### src/rtl/mac_acc_16.sv
// Burst multiply-accumulate stage: operand, product and accumulate pipeline
// around a radix-4 Booth / Wallace-tree 16x16 signed multiplier.

module mul_tc_16_16 (
   input  logic [15:0] a,
   input  logic [15:0] b,
   output logic [31:0] product
);
   logic [31:0] pp [8];
   logic [16:0] bext;
   logic [31:0] s [6];
   logic [31:0] c [6];

   function automatic logic [31:0] booth_pp(input logic [15:0] m, input logic [2:0] sel);
      logic signed [31:0] me;
      me = 32'(signed'(m));
      case (sel)
         3'b001, 3'b010: booth_pp = me;
         3'b011:         booth_pp = me <<< 1;
         3'b100:         booth_pp = -(me <<< 1);
         3'b101, 3'b110: booth_pp = -me;
         default:        booth_pp = '0;
      endcase
   endfunction

   function automatic logic [63:0] csa(input logic [31:0] x, input logic [31:0] y,
                                       input logic [31:0] z);
      logic [31:0] maj;
      maj = (x & y) | (x & z) | (y & z);
      return {x ^ y ^ z, maj << 1};
   endfunction

   always_comb begin
      bext = {b, 1'b0};
      for (int i = 0; i < 8; i++) begin
         pp[i] = booth_pp(a, bext[2*i +: 3]) << (2 * i);
      end
   end

   // Wallace reduction 8 -> 6 -> 4 -> 3 -> 2, then one carry-propagate add
   assign {s[0], c[0]} = csa(pp[0], pp[1], pp[2]);
   assign {s[1], c[1]} = csa(pp[3], pp[4], pp[5]);
   assign {s[2], c[2]} = csa(s[0], c[0], s[1]);
   assign {s[3], c[3]} = csa(c[1], pp[6], pp[7]);
   assign {s[4], c[4]} = csa(s[2], c[2], s[3]);
   assign {s[5], c[5]} = csa(s[4], c[4], c[3]);
   assign product = s[5] + c[5];
endmodule

module mac_acc_16 #(
   parameter int ACC_W = 40,
   parameter int CNT_W = 8
) (
   input  logic             clk,
   input  logic             rst_n,
   input  logic             start,
   input  logic [CNT_W-1:0] len,
   input  logic             in_valid,
   output logic             in_ready,
   input  logic [15:0]      in_a,
   input  logic [15:0]      in_b,
   output logic             out_valid,
   input  logic             out_ready,
   output logic [ACC_W-1:0] out_acc,
   output logic             out_ovf,
   output logic             busy
);
   typedef enum logic [1:0] {IDLE, ACC, DRAIN, DONE} state_t;

   state_t                   state;
   logic [CNT_W-1:0]         rem;
   logic signed [ACC_W-1:0]  acc;
   logic                     ovf;
   logic signed [15:0]       a_p0, b_p0;
   logic                     vld_p0;
   logic signed [31:0]       prod_p1;
   logic                     vld_p1;
   logic [31:0]              prod;
   logic                     accept;
   logic signed [ACC_W-1:0]  prod_ext, acc_sum;
   logic                     sum_ovf;

   function automatic logic add_ovf(input logic signed [ACC_W-1:0] x,
                                    input logic signed [ACC_W-1:0] y,
                                    input logic signed [ACC_W-1:0] sum);
      return (x[ACC_W-1] == y[ACC_W-1]) && (sum[ACC_W-1] != x[ACC_W-1]);
   endfunction

   assign in_ready = (state == ACC) && (rem != '0);
   assign accept   = in_valid & in_ready;

   mul_tc_16_16 u_mul (
      .a       (a_p0),
      .b       (b_p0),
      .product (prod)
   );

   assign prod_ext = ACC_W'(prod_p1);
   assign acc_sum  = acc + prod_ext;
   assign sum_ovf  = add_ovf(acc, prod_ext, acc_sum);

   always_ff @(posedge clk or negedge rst_n) begin
      if (!rst_n) begin
         a_p0    <= '0;
         b_p0    <= '0;
         vld_p0  <= 1'b0;
         prod_p1 <= '0;
         vld_p1  <= 1'b0;
      end else begin
         // operand stage
         vld_p0 <= accept;
         if (accept) begin
            a_p0 <= signed'(in_a);
            b_p0 <= signed'(in_b);
         end
         // product stage
         vld_p1 <= vld_p0;
         if (vld_p0) prod_p1 <= signed'(prod);
      end
   end

   always_ff @(posedge clk or negedge rst_n) begin
      if (!rst_n) begin
         state     <= IDLE;
         rem       <= '0;
         acc       <= '0;
         ovf       <= 1'b0;
         out_valid <= 1'b0;
         out_acc   <= '0;
         out_ovf   <= 1'b0;
         busy      <= 1'b0;
      end else begin
         case (state)
            IDLE: begin
               if (start) begin
                  acc  <= '0;
                  ovf  <= 1'b0;
                  busy <= 1'b1;
                  if (len != '0) begin
                     state <= ACC;
                     rem   <= len;
                  end else begin
                     state     <= DONE;
                     out_valid <= 1'b1;
                     out_acc   <= '0;
                     out_ovf   <= 1'b0;
                  end
               end
            end
            ACC: begin
               if (accept) begin
                  rem <= rem - 1'b1;
                  if (rem == CNT_W'(1)) state <= DRAIN;
               end
               if (vld_p1) begin
                  acc <= acc_sum;
                  ovf <= ovf | sum_ovf;
               end
            end
            DRAIN: begin
               if (vld_p1) begin
                  acc <= acc_sum;
                  ovf <= ovf | sum_ovf;
                  // last product lands this edge when nothing is behind it
                  if (!vld_p0) begin
                     state     <= DONE;
                     out_valid <= 1'b1;
                     out_acc   <= acc_sum;
                     out_ovf   <= ovf | sum_ovf;
                  end
               end
            end
            DONE: begin
               if (out_ready) begin
                  state     <= IDLE;
                  out_valid <= 1'b0;
                  busy      <= 1'b0;
               end
            end
            default: state <= IDLE;
         endcase
      end
   end
endmodule

### config.mk
export PLATFORM = sky130hd
export DESIGN_NAME = mac_acc_16
export DESIGN_NICKNAME = d
export VERILOG_FILES = /design/src/rtl/mac_acc_16.sv
export SDC_FILE = /design/constraint.sdc
export NUM_CORES = 1
export LEC_CHECK = 0
export BUFFER_PORTS_ARGS = -buffer_cell sky130_fd_sc_hd__buf_2
export CORE_MARGIN = 1
export CORE_UTILIZATION = 55
export CTS_CLUSTER_DIAMETER = 30
export CTS_CLUSTER_SIZE = 12
export DETAILED_ROUTE_END_ITERATION = 10
export GPL_TIMING_DRIVEN = 1
export PLACE_DENSITY = 0.7
export SETUP_SLACK_MARGIN = 0.15
export SLEW_MARGIN = 20
export SYNTH_ARGS = -nofsm -noshare
export SYNTH_HDL_FRONTEND = slang
export SYNTH_SLANG_ARGS = --single-unit
### constraint.sdc
create_clock -name clk -period 11.1 [get_ports clk]
set_input_delay 1.665 -clock clk [delete_from_list [all_inputs] [get_ports clk]]
set_output_delay 1.665 -clock clk [all_outputs]
set_load 0.02 [all_outputs]
==> results of run 1 <==
-- area by class of cell --
cell class	count	area, um^2
multi-input combinational	1831	13700
fill	3138	13500
sequential	160	4010
timing repair buffer	138	822
inverter	155	582
tap	448	561
clock buffer	19	453
clock inverter	12	123
antenna	1	2.50
-- Yosys cell counts, drive strengths merged (48+ instances only) --
master	instances
fa	132
a22oi	49
a22o	72
nand2	259
nor2	180
clkbuf	151
xnor2	91
inv	147
ha	97
a21o	48
o21ai	227
a21oi	196
dfrtp	160
-- metal layers --
| layer | part of all wire | GRT usage | vias to the layer above |
|---|---|---|---|
| met1 | 0.42 | 0.560 | 9080 |
| met5 | 0 | 0 | - |
| met2 | 0.43 | 0.581 | 1146 |
| met4 | 0.049 | 0.189 | 0 |
| li1 | - | - | 8236 |
| met3 | 0.098 | 0.0741 | 208 |
-- stage by stage --
stage / std cells / hold WS, ps / cell area [um^2]
global placement: 2732 / 460 / 19700
floorplan: 2335 / 352 / 19000
detailed placement: 2732 / 475 / 19700
finish: 2764 / 481 / 20300
global route: 2764 / 520 / 20300
CTS: 2763 / 491 / 20300
-- flip-flops by register name, summed over array words and instances, names as in the netlist --
| signal | cells |
|---|---|
| out_valid | 1 |
| a_p0 | 16 |
| rem | 8 |
| prod_p1 | 32 |
| b_p0 | 16 |
| acc | 40 |
| out_ovf | 1 |
| state | 2 |
| busy | 1 |
| vld_p1 | 1 |
| out_acc | 40 |
| vld_p0 | 1 |
| ovf | 1 |
-- logic make-up after synthesis --
logic type / synth area share
buffers and inverters: 0.0697
AND/OR/NAND/NOR: 0.128
XOR/XNOR: 0.0641
flip-flops: 0.211
AO/OA/AOI/OAI: 0.285
adder cells (fa/ha/maj): 0.203
multiplexers: 0.0393
-- how the worst min path moves through the flow --
stage                                       start                       to  slack [ps]  cells after the start
after floorplan                  vld_p0$_DFF_PN0_         vld_p1$_DFF_PN0_         350                      0
after global placement    out_acc[27]$_DFFE_PN0P_  out_acc[27]$_DFFE_PN0P_         460                      2
after detailed placement  out_acc[27]$_DFFE_PN0P_  out_acc[27]$_DFFE_PN0P_         480                      2
after CTS                 out_acc[27]$_DFFE_PN0P_  out_acc[27]$_DFFE_PN0P_         490                      2
after global routing      out_acc[19]$_DFFE_PN0P_  out_acc[19]$_DFFE_PN0P_         520                      1
final                     out_acc[27]$_DFFE_PN0P_  out_acc[27]$_DFFE_PN0P_         480                      2
-- worst max-delay path, stage by stage (launching register included) --
cell	delay, ps
dfrtp_1	580
inv_1	230
ha_1	400
nor3b_2	660
nand2_1	430
or3_1	590
xnor2_1	810
o21ai_0	150
o21ai_0	180
a21o_1	150
fa_1	490
fa_1	470
fa_1	490
fa_1	550
inv_1	40
ha_1	350
a211oi_1	340
nand2_1	90
a21oi_1	130
o21ai_1	170
o211ai_1	270
a31oi_1	190
or4_1	440
a31oi_1	220
xnor2_1	90
mux2_2	260
==> flow_summary_export.csv, run 1 <==
group,metric,value,unit
outcome,status,"completed",
global_routing,grt_usage,0.396,
detailed_routing,drtAntennaViolNets,0,
logic_synthesis,syn_nets,2609,
floorplanning,row_count,67,
clocking,post_cts_buffers,0,
floorplanning,core,33800,um^2
logic_synthesis,yosysTopAreaCellShare,0.211,
logic_synthesis,synth_area_leader_cell,"dfrtp_1",
timing,hold_viol_final,0,
clocking,clk_pin_slew,70,ps
clocking,cts-htree-levels,4,
cells_and_area,nNetsFinal,2577,
logic_synthesis,synth-seq-cells,160,
cells_and_area,final_cell_mix,"nand2_1 (259), o21ai_0 (211), a21oi_1 (195)",
worst_setup_path,crit_type,"register to register",
worst_setup_path,r2r-start,"a_p0[0]$_DFFE_PN0P_",
global_routing,grt.overflow.total,0,
cells_and_area,layout-drive-gt1-share,0.103,
cells_and_area,syn_to_final_growth,6.57,%
min_path,hp-class,"register to register",
logic_synthesis,synthFlopType,"dfrtp_1",
global_routing,grt_max_degree,97,
timing,drv_slew,0,
clocking,clock_latency,460,ps
logic_synthesis,synth-seq-area-share,0.211,
timing,max_freq,112,MHz
logic_synthesis,ys_types,80,
timing,period_minus_slack,8900,ps
logic_synthesis,netlist_top_cells_area,"dfrtp_1 (21%), fa_1 (14%), ha_1 (6.4%)",
timing,post-route-period-util,0.802,
clocking,ctsRootBufferMaster,"clkbuf_16",
worst_setup_path,worstRegToRegCells,25,
worst_setup_path,worst-path-max-fanout,16,
floorplanning,die_h,188,um
clocking,clk_path_buf_depth,2,
worst_setup_path,crit_path_end,"prod_p1[31]$_DFFE_PN0P_",
detailed_routing,drc,0,
timing,setup_ws,2200,ps
detailed_routing,finalWirelength,69600,um
floorplanning,dieArea,35300,um^2
clocking,cts.sinks,160,
placement,dpl.hpwl,50200,um
floorplanning,initial_core_util,0.563,
detailed_routing,vias,18700,
worst_setup_path,r2r_end,"prod_p1[31]$_DFFE_PN0P_",
timing,setup-violations-final,0,
worst_setup_path,crit_required,11440,ps
logic_synthesis,syn_avg_cell_area,8.14,um^2
timing,tightest_slew,1220,ps
worst_setup_path,crit_arrival,9240,ps
logic_synthesis,ys_warn_count,0,
logic_synthesis,synth_edf_count,0,
worst_setup_path,worstSetupEndpointType,"register",
timing,relSlewSlack,0.181,
placement,pre_cts_slack,2400,ps
worst_setup_path,startpoint,"a_p0[0]$_DFFE_PN0P_",
worst_setup_path,critPathLaunchType,"register",
floorplanning,io_pins,89,
clocking,cts_inserted_buffers,17,
clocking,cts_tree,"built",
detailed_routing,drtIter0Drc,2335,
global_routing,antenna_found_initial,1,
timing,grt_setup_unrepaired,"false",
logic_synthesis,mappedNetlistArea,19000,um^2
timing,finClkSkew,22.9,ps
clocking,holdBufCountCts,0,
cells_and_area,final_common_cell,"nand2_1",
detailed_routing,vias_per_cell,6.75,
logic_synthesis,ys_async_sr_fraction,1.00,
placement,place.gp.congestion,1.03,
global_routing,grt_pass1_wl,106000,um
detailed_routing,firstDrtPassIters,8,
run,cap_violations,0,
cells_and_area,final_util,0.600,
global_routing,grt_pass1_vias,17400,
worst_setup_path,rrSetupSlack,2200,ps
placement,port_buffers,88,
clocking,ctsResizeCount,0,
floorplanning,chipWidth,188,um
detailed_routing,post_drt_wl_per_cell,25.2,um
logic_synthesis,syn_inst,2335,
timing,finalSetupTns,0,ps
Power of run 1 is left out: the tool's default activity adds up to more than one toggle a clock period on the data nets, which glitch-free logic cannot reach.
==> run 2, diff against run 1 <==
ABC_AREA = 1   (was unset)
clock period = 9.07 ns   (was 11.1 ns; I/O delays follow)
==> flow_summary_export.csv, run 2 <==
group,metric,value,unit
timing,setup_ws,2360,ps
cells_and_area,fillers,2749,
worst_setup_path,slowest_delay,580,ps
logic_synthesis,mappedNetlistArea,17000,um^2
cells_and_area,top_regs,"acc (40), out_acc (40), prod_p1 (32)",
cells_and_area,layout-drive-gt1-share,0.0995,
detailed_routing,drc,0,
clocking,ctsResizeCount,0,
global_routing,grt_pass1_wl,90500,um
worst_setup_path,crit_required,9410,ps
global_routing,grt.overflow.total,0,
logic_synthesis,synth.top_cells.by_count,"nand2_1 (471), inv_1 (298), o21ai_0 (177)",
worst_setup_path,worstRegToRegCells,24,
floorplanning,initial_core_util,0.558,
logic_synthesis,synth-seq-cells,160,
floorplanning,row_count,64,
worst_setup_path,startpoint,"a_p0[0]$_DFFE_PN0P_",
worst_setup_path,crit_path_top_delay_cell,"fa_1",
clocking,clock_latency,460,ps
placement,place.gp.congestion,0.974,
floorplanning,chipWidth,178,um
timing,period_minus_slack,6710,ps
global_routing,grt_usage,0.381,
outcome,status,"completed",
timing,hold_viol_final,0,
worst_setup_path,worst-path-max-fanout,15,
placement,pre_cts_slack,2460,ps
logic_synthesis,syn_avg_cell_area,7.61,um^2
timing,finClkSkew,14.7,ps
worst_setup_path,cpMostUsedCell,"fa_1",
clocking,clk_pin_slew,70,ps
cells_and_area,final_cell_mix,"nand2_1 (471), inv_1 (298), o21ai_0 (177)",
detailed_routing,vias,16500,
clocking,cts-htree-levels,4,
worst_setup_path,rrSetupSlack,2360,ps
worst_setup_path,critPathLaunchType,"register",
floorplanning,dieArea,31700,um^2
floorplanning,io_pins,89,
timing,max_freq,149,MHz
logic_synthesis,netlist_top_cells_area,"dfrtp_1 (24%), fa_1 (16%), nand2_1 (10%)",
worst_setup_path,r2r_end,"prod_p1[25]$_DFFE_PN0P_",
global_routing,top_usage_layer,"met2",
floorplanning,die_h,178,um
worst_setup_path,crit_type,"register to register",
cells_and_area,nNetsFinal,2543,
worst_setup_path,worstSetupEndpointType,"register",
worst_setup_path,crit_arrival,7050,ps
detailed_routing,firstDrtPassIters,8,
placement,port_buffers,88,
clocking,cts.sinks,160,
timing,drv_slew,0,
logic_synthesis,ys_async_sr_fraction,1.00,
logic_synthesis,ys_types,64,
logic_synthesis,synth_edf_count,0,
detailed_routing,vias_per_cell,6.17,
detailed_routing,finalWirelength,58800,um
logic_synthesis,syn_nets,2509,
timing,finalSetupTns,0,ps
clocking,cts_tree,"built",
cells_and_area,final_common_cell,"nand2_1",
timing,post-route-period-util,0.740,
cells_and_area,final_util,0.601,
logic_synthesis,ys_warn_count,0,
global_routing,grt_use_met2,0.615,
cells_and_area,fin_area,18300,um^2
global_routing,met1_usage,0.470,
logic_synthesis,yosysTopAreaCellShare,0.235,
min_path,hp-class,"register to register",
logic_synthesis,synth-seq-area-share,0.235,
clocking,post_cts_buffers,0,
clocking,cts_inserted_buffers,17,
logic_synthesis,synth_area_leader_cell,"dfrtp_1",
placement,dpl_cell_area,17700,um^2
cells_and_area,antenna_cells,0,
worst_setup_path,crit_path_end,"prod_p1[25]$_DFFE_PN0P_",
timing,relSlewSlack,0.216,
run,cap_violations,0,
floorplanning,core,30500,um^2
timing,tightest_slew,1170,ps
timing,setup-violations-final,0,
logic_synthesis,synthFlopType,"dfrtp_1",
detailed_routing,drtIter0Drc,1378,
cells_and_area,syn_to_final_growth,7.81,%
detailed_routing,drtAntennaViolNets,0,
logic_synthesis,post-synth-top-count-cell,"nand2_1",
placement,dpl.hpwl,44800,um
timing,grt_setup_unrepaired,"false",
logic_synthesis,syn_inst,2235,
clocking,holdBufCountCts,0,
worst_setup_path,cp_cell_sequence,"inv_2 -> ha_1 -> nand2_2 -> nor2_4 -> nand3_1 -> nand2_1 -> inv_1 -> a221oi_1 -> fa_1 -> fa_1 -> fa_1 -> inv_1 -> fa_1 -> ha_1 -> nand2_1 -> nor2_1 -> nand4_1 -> o211ai_1 -> a21boi_1 -> o21bai_2 -> a21boi_1 -> or2_0 -> nand3_1 -> nand2_1",
detailed_routing,post_drt_wl_per_cell,22.0,um
global_routing,grt_pass1_vias,16400,
clocking,ctsRootBufferMaster,"clkbuf_16",
clocking,clk_path_buf_depth,2,
worst_setup_path,r2r-start,"a_p0[0]$_DFFE_PN0P_",
global_routing,grt_max_degree,101,
global_routing,use_met3,0.0718,
global_routing,antenna_found_initial,0,
run 2: cell count changes after synthesis, moves of 61 or more:
cell and change:
nand3_1 +61, nand2_1 +212, inv_1 +154, xnor2_1 -78
clkbuf_1 -79, a21oi_1 -82
run 2: kinds of logic after synthesis:
logic type,after synthesis,share of synthesized area
AOI/OAI and AO/OA,570,0.209
xor gates and xnor gates,36,0.0190
adders and majority gates,229,0.227
buffers and inverters,416,0.0951
DFF,160,0.235
and+or+nand+nor,824,0.215
run 2: routing by layer:
layer | vias up | wire (um) | share of wire
met5 | - | 0 | 0
met4 | 0 | 3450 | 0.059
met3 | 198 | 4690 | 0.080
met2 | 785 | 26900 | 0.46
met1 | 7931 | 23700 | 0.40
li1 | 7596 | - | -
run 2: cell type report:
type,count,area (um^2),area share
Multi-Input combinational cell,1659,11400,0.622
Clock buffer,17,425,0.0232
Sequential cell,160,4000,0.218
Timing Repair Buffer,109,604,0.0329
Tap cell,396,495,0.0270
Inverter,322,1210,0.0661
Clock inverter,14,196,0.0107
run 2: worst max-delay path: cells and delay by family, from the launching register on:
family	cells	cell delay, ps
AOI/OAI and AO/OA	5	1150
adders and majority gates	6	2800
buffers and inverters	3	590
DFF	1	450
and+or+nand+nor	10	1610
run 2: worst min path at each step:
stage                               to  slack (ps)  cells after the start                    start
6_report        out_acc[3]$_DFFE_PN0P_         480                      2   out_acc[3]$_DFFE_PN0P_
5_1_grt        out_acc[26]$_DFFE_PN0P_         500                      2  out_acc[26]$_DFFE_PN0P_
4_1_cts        out_acc[26]$_DFFE_PN0P_         480                      2  out_acc[26]$_DFFE_PN0P_
3_5_place_dp   out_acc[32]$_DFFE_PN0P_         460                      2  out_acc[32]$_DFFE_PN0P_
3_3_place_gp   out_acc[37]$_DFFE_PN0P_         460                      2  out_acc[37]$_DFFE_PN0P_
2_1_floorplan         vld_p1$_DFF_PN0_         440                      0         vld_p0$_DFF_PN0_
run 2: per-stage QoR:
step           std cells  hold slack (ps)
2_1_floorplan       2235              437
3_3_place_gp        2646              458
3_5_place_dp        2646              461
4_1_cts             2677              481
5_1_grt             2677              496
6_report            2677              477
Power of run 2 is left out for the same reason.
